### src/rtl/wb_nor_arbiter.sv
// ============================================================================
// wb_nor_arbiter : two-master Wishbone arbiter in front of nor_bus, with a
//                  per-cycle grant and a no-progress watchdog.
// Optional feature macro: WB_NOR_ARB_RR_EN (round-robin; fixed priority if unset)
// Revision: 1.0
// ============================================================================
`default_nettype none

module wb_nor_arbiter #(
  parameter int ADDRBITS = 26,
  parameter int DATABITS = 16,
  parameter int TIMEOUT  = 1024
) (
  input  logic                wb_clk_i,
  input  logic                wb_rst_i,
  // master 0 (QSPI command path)
  input  logic                m0_cyc_i,
  input  logic                m0_stb_i,
  input  logic                m0_we_i,
  input  logic                m0_err_i,
  input  logic [ADDRBITS-1:0] m0_adr_i,
  input  logic [DATABITS-1:0] m0_dat_i,
  output logic                m0_ack_o,
  output logic                m0_stall_o,
  output logic [DATABITS-1:0] m0_dat_o,
  // master 1 (scrub/scan engine)
  input  logic                m1_cyc_i,
  input  logic                m1_stb_i,
  input  logic                m1_we_i,
  input  logic                m1_err_i,
  input  logic [ADDRBITS-1:0] m1_adr_i,
  input  logic [DATABITS-1:0] m1_dat_i,
  output logic                m1_ack_o,
  output logic                m1_stall_o,
  output logic [DATABITS-1:0] m1_dat_o,
  // shared nor_bus port
  output logic                s_cyc_o,
  output logic                s_stb_o,
  output logic                s_we_o,
  output logic                s_err_o,
  output logic [ADDRBITS-1:0] s_adr_o,
  output logic [DATABITS-1:0] s_dat_o,
  input  logic                s_ack_i,
  input  logic                s_stall_i,
  input  logic [DATABITS-1:0] s_dat_i,
  // debug
  output logic [1:0]          gnt_o,
  output logic                timeout_o
);

  typedef enum logic [1:0] {
    IDLE  = 2'd0,
    GNT0  = 2'd1,
    GNT1  = 2'd2,
    FLUSH = 2'd3
  } state_t;

  state_t state;
  logic   flush_m;     // which master was revoked by the watchdog
  logic   pick1;       // master 1 wins the IDLE decision
  logic   wdog_fire;
  logic   g0;
  logic   g1;

  assign g0 = (state == GNT0);
  assign g1 = (state == GNT1);

`ifdef WB_NOR_ARB_RR_EN
  logic last;
  assign pick1 = m1_cyc_i & (~m0_cyc_i | ~last);
`else
  assign pick1 = m1_cyc_i & ~m0_cyc_i;
`endif

  always_ff @(posedge wb_clk_i or posedge wb_rst_i) begin
    if (wb_rst_i) begin
      state     <= IDLE;
      gnt_o     <= 2'b00;
      timeout_o <= 1'b0;
      flush_m   <= 1'b0;
`ifdef WB_NOR_ARB_RR_EN
      last      <= 1'b1;
`endif
    end else begin
      timeout_o <= 1'b0;
      case (state)
        IDLE: begin
          if (m0_cyc_i || m1_cyc_i) begin
            if (pick1) begin
              state <= GNT1;
              gnt_o <= 2'b10;
            end else begin
              state <= GNT0;
              gnt_o <= 2'b01;
            end
`ifdef WB_NOR_ARB_RR_EN
            last <= pick1;
`endif
          end
        end
        GNT0: begin
          if (!m0_cyc_i) begin
            state <= IDLE;
            gnt_o <= 2'b00;
          end else if (wdog_fire) begin
            state     <= FLUSH;
            gnt_o     <= 2'b00;
            timeout_o <= 1'b1;
            flush_m   <= 1'b0;
          end
        end
        GNT1: begin
          if (!m1_cyc_i) begin
            state <= IDLE;
            gnt_o <= 2'b00;
          end else if (wdog_fire) begin
            state     <= FLUSH;
            gnt_o     <= 2'b00;
            timeout_o <= 1'b1;
            flush_m   <= 1'b1;
          end
        end
        FLUSH: begin
          if (flush_m ? !m1_cyc_i : !m0_cyc_i) begin
            state <= IDLE;
          end
        end
        default: begin
          state <= IDLE;
          gnt_o <= 2'b00;
        end
      endcase
    end
  end

  // Bus mux is purely combinational on the registered grant, so reset
  // drops s_cyc_o in the same cycle it is asserted.
  always_comb begin
    s_cyc_o = 1'b0;
    s_stb_o = 1'b0;
    s_we_o  = 1'b0;
    s_adr_o = '0;
    s_dat_o = '0;
    s_err_o = (state == FLUSH);
    if (g0) begin
      s_cyc_o = m0_cyc_i;
      s_stb_o = m0_stb_i;
      s_we_o  = m0_we_i;
      s_adr_o = m0_adr_i;
      s_dat_o = m0_dat_i;
      s_err_o = m0_err_i;
    end else if (g1) begin
      s_cyc_o = m1_cyc_i;
      s_stb_o = m1_stb_i;
      s_we_o  = m1_we_i;
      s_adr_o = m1_adr_i;
      s_dat_o = m1_dat_i;
      s_err_o = m1_err_i;
    end
  end

  // An ack landing in the cycle the master drops cyc is swallowed.
  assign m0_ack_o   = g0 & m0_cyc_i & s_ack_i;
  assign m1_ack_o   = g1 & m1_cyc_i & s_ack_i;
  assign m0_stall_o = g0 ? s_stall_i : 1'b1;
  assign m1_stall_o = g1 ? s_stall_i : 1'b1;
  assign m0_dat_o   = s_dat_i;
  assign m1_dat_o   = s_dat_i;

  generate
    if (TIMEOUT == 0) begin : g_no_wdog
      assign wdog_fire = 1'b0;
    end else begin : g_wdog
      localparam int CW = (TIMEOUT > 1) ? $clog2(TIMEOUT) : 1;
      localparam logic [CW-1:0] LIM = CW'(TIMEOUT - 1);

      logic [CW-1:0] cnt;
      logic          busy;

      assign busy      = g0 | g1;
      assign wdog_fire = busy & ~s_ack_i & (cnt == LIM);

      always_ff @(posedge wb_clk_i or posedge wb_rst_i) begin
        if (wb_rst_i) begin
          cnt <= '0;
        end else if (!busy || s_ack_i || cnt == LIM) begin
          cnt <= '0;
        end else begin
          cnt <= cnt + CW'(1);
        end
      end
    end
  endgenerate

endmodule

`default_nettype wire

### config.mk
export PLATFORM = sky130hd
export DESIGN_NAME = wb_nor_arbiter
export DESIGN_NICKNAME = d
export VERILOG_FILES = /design/src/rtl/wb_nor_arbiter.sv
export SDC_FILE = /design/constraint.sdc
export NUM_CORES = 1
export LEC_CHECK = 0
export BUFFER_PORTS_ARGS = -buffer_cell sky130_fd_sc_hd__buf_2
export CAP_MARGIN = 20
export CORE_MARGIN = 5
export CORE_UTILIZATION = 37
export DETAILED_ROUTE_END_ITERATION = 10
export PLACE_DENSITY = 0.88
export REMOVE_ABC_BUFFERS = 1
export SKIP_LAST_GASP = 1
export SYNTH_ARGS = -nofsm -noshare
export SYNTH_HDL_FRONTEND = slang
export SYNTH_SLANG_ARGS = --single-unit
### constraint.sdc
create_clock -name wb_clk_i -period 3.2 [get_ports wb_clk_i]
set_input_delay 0.16 -clock wb_clk_i [delete_from_list [all_inputs] [get_ports wb_clk_i]]
set_output_delay 0.16 -clock wb_clk_i [all_outputs]
set_load 0.005 [all_outputs]
==> impl_metrics.toml <==
[synthesis]
syn_avg_cell_area_um2 = 8.90
synth_xor_xnor_area_share_pct = 4.12
ys_types = 34
seq_area_frac_synth_pct = 23.6
synth_area_um2 = 1700
yosysMostFrequentCell = "a22o_1"
synth_area_leaders = "dfrtp_1 24%, a22o_1 23%, buf_4 15%"
synthCells = 191
ys_async_sr_fraction_pct = 100
synth_fa_ha_area_share_pct = 4.42
synth_ff_type = "dfrtp_1"
yosysTopAreaCell = "dfrtp_1"
synthSimpleGateAreaFrac_pct = 14.4
synth_compound_area_share_pct = 28.6
ys_warn_count = 0
synth_top_area_share_pct = 23.6
netlist_top_cells_count = "44 x a22o_1, 33 x buf_4, 16 x dfrtp_1, 14 x nor2_1, 9 x buf_2"
synth_mux_area_share_pct = 3.90
synth_top_family_by_area = "compound AO/OA/AOI/OAI gates"
synth_seq_cells = 16
synth_edf_count = 0

[global_routing]
grt.total_usage_pct = 29.4
grt_pass1_vias = 1924
antenna_found_initial = 0
grt_pass1_wl_mm = 12.8
overflow = 0
grt_max_degree = 45

[clock_tree]
root_buffer = "clkbuf_8"
insertion_delay_ns = 0.26
cts_num_sinks = 16
cts_setup_buffers = 0
clk_pin_slew_ns = 0.07
htree_levels = 1
cts_resized = 0
clockBufferDepth = 2
cts_tree = "built"
numCtsBuffers = 3

[cells_and_area]
fin_area_um2 = 2260
antenna_cells = 0
multi_input_area_um2 = 945
register_area_um2 = 400
nNetsFinal = 417
fill_cells = 438
drive_gt1_share_pct = 53.7
syn_to_final_growth_pct = 32.8

[worst_setup_path]
cp-start-kind = "register"
cp_cell_sequence = "inv_1 > ha_1 > buf_4 > a22o_1 > buf_2"
slowest_stage = "ha_1"
cp_slowest_stage_delay_ns = 0.62
worstPathRequired_ns = 3.04
worstPathArrival_ns = 2.29
cp-end-kind = "output port"
worstSetupPathType = "reg2out"
crit_fanout = 33
r2r_setup_slack_ns = 1.25

[floorplanning]
die-area_um2 = 6050
row_count = 24
floorplan.initialDensity_pct = 38.5
core-area_um2 = 4410
fp.dieW_um = 77.8
die_h_um = 77.8
pin_count = 197

[hold_path]
min_path_type = "in2reg"

[placement]
io_buffers = 148
gp_congestion = 1.23
pre_cts_slack_ns = 1.04
place_hpwl_mm = 8.17
placed_cell_area_um2 = 2190

[pwr]
p_sw_share_pct = 45.2
leakage_nw = 1.30
intPower_mw = 0.842
seqPwrFrac_pct = 17.1
peakVddDrop_mv = 0.340
p_comb_share_pct = 71.0
powerDensity_nw_per_um2 = 680
netSwitchingPower_mw = 0.693
clock_power_share_pct = 12.0

[drt]
detailedRoute.firstIterationViolations = 101
drtPass1Iterations = 4
wl_per_cell_um = 26.8
drt_wl_total_mm = 9.38
drc_errors = 0
vias = 1918
drtAntennaViolNets = 0
via_per_inst = 5.48

[timing]
period_minus_slack_ns = 2.45
fin_crit_sh_pct = 76.6
hold_viol = 0
worst_slew_pin_slew_ns = 0.686
setup_tns_ns = 0
fin_worst_skew_ns = 0.00444
max_freq_ghz = 0.408
worst_slack_ns = 0.748
rsz0062_at_grt = "no"
setup_violations = 0
slew_viol_final = 0
slew_headroom_pct = 54.3

[run]
maxCapViolCount = 0

[status]
status = "finished, final reports clean"
## worst paths after layout
kind	from	end	cells past startpoint
setup / recovery	state[1]	s_dat_o[7]	5
hold / removal	s_ack_i	gnt_o[0]	3
setup reg to reg	state[1]	state[1]	6
hold reg to reg	g_wdog.cnt[0]	g_wdog.cnt[0]	1
max in group asynchronous	wb_rst_i	g_wdog.cnt[4]	3
min in group asynchronous	wb_rst_i	gnt_o[0]	3
## sequential cells by signal (all words and copies together), names as in the netlist
signal	count
g_wdog.cnt	10
timeout_o	1
flush_m	1
gnt_o	2
state	2
## worst max-delay path: cells and delay by family (launching register included)
kind / cells / cell delay [ns]
buf+inv: 3 / 0.71
flops: 1 / 0.42
fa+ha+maj: 1 / 0.62
compound gates: 1 / 0.28
## cell usage in the layout, fill, tap and decap left out, drive strengths merged, types with 3 or more instances in the layout
| master | Yosys | final |
|---|---|---|
| nand2 | 4 | 4 |
| a21oi | 3 | 3 |
| o21ai | 4 | 4 |
| nand2b | 4 | 4 |
| nor2 | 14 | 14 |
| clkbuf | 4 | 4 |
| ha | 6 | 6 |
| nand4 | 3 | 3 |
| dfrtp | 16 | 16 |
| mux2i | 4 | 4 |
| a22o | 44 | 44 |
| and3 | 3 | 3 |
| inv | 7 | 7 |
| nand3 | 6 | 6 |
| xor2 | 6 | 6 |
| buf | 44 | 150 |
## cells by family after synthesis
family,Yosys count
AOI/OAI and AO/OA,58
buffers and inverters,55
and+or+nand+nor,42
DFF,16
xor gates and xnor gates,8
muxes,6
adders and majority gates,6
## final cells by class
cell class | count | share of cell area, %
Multi-Input combinational cell | 120 | 41.9
Timing Repair Buffer | 151 | 33.9
Sequential cell | 16 | 17.7
Tap cell | 52 | 2.88
Clock buffer | 4 | 2.44
Inverter | 7 | 1.16
## power by group through the flow
stage                     combinational [mW]  sequential, mW  clock [mW]
after global routing                    1.19           0.266       0.202
after CTS                               1.08           0.261       0.186
after floorplan                        0.577           0.261           0
after global placement                  1.06           0.264           0
final                                   1.09           0.262       0.184
after detailed placement                1.07           0.265           0
## metal layers
| layer | vias to the layer above | wire length (µm) | part of all wire [%] | GRT usage (%) |
|---|---|---|---|---|
| li1 | 876 | - | - | - |
| met1 | 858 | 3500 | 37 | 35.1 |
| met2 | 170 | 3520 | 38 | 38.6 |
| met3 | 12 | 1970 | 21 | 23.8 |
| met4 | 2 | 333 | 3.6 | 9.45 |
| met5 | - | 50 | 0.53 | 7.50 |
## repair_timing
item                                    in CTS  in global routing
endpoints found under the setup margin       0                  0
hold endpoints to repair                    16                  0
hold buffers                                 1                  0
## through the flow
| stage | total power, mW | util, % | hold WS (ns) | instances |
|---|---|---|---|---|
| floorplan | 0.838 | - | 0.0737 | 143 |
| global placement | 1.32 | 49.7 | 0.256 | 345 |
| detailed placement | 1.33 | 49.7 | 0.263 | 345 |
| CTS | 1.53 | 51.1 | 0.243 | 350 |
| global route | 1.66 | 51.1 | 0.263 | 350 |
| finish | 1.54 | 51.1 | 0.248 | 350 |
Note: power is estimated with default switching activity, not from simulation.
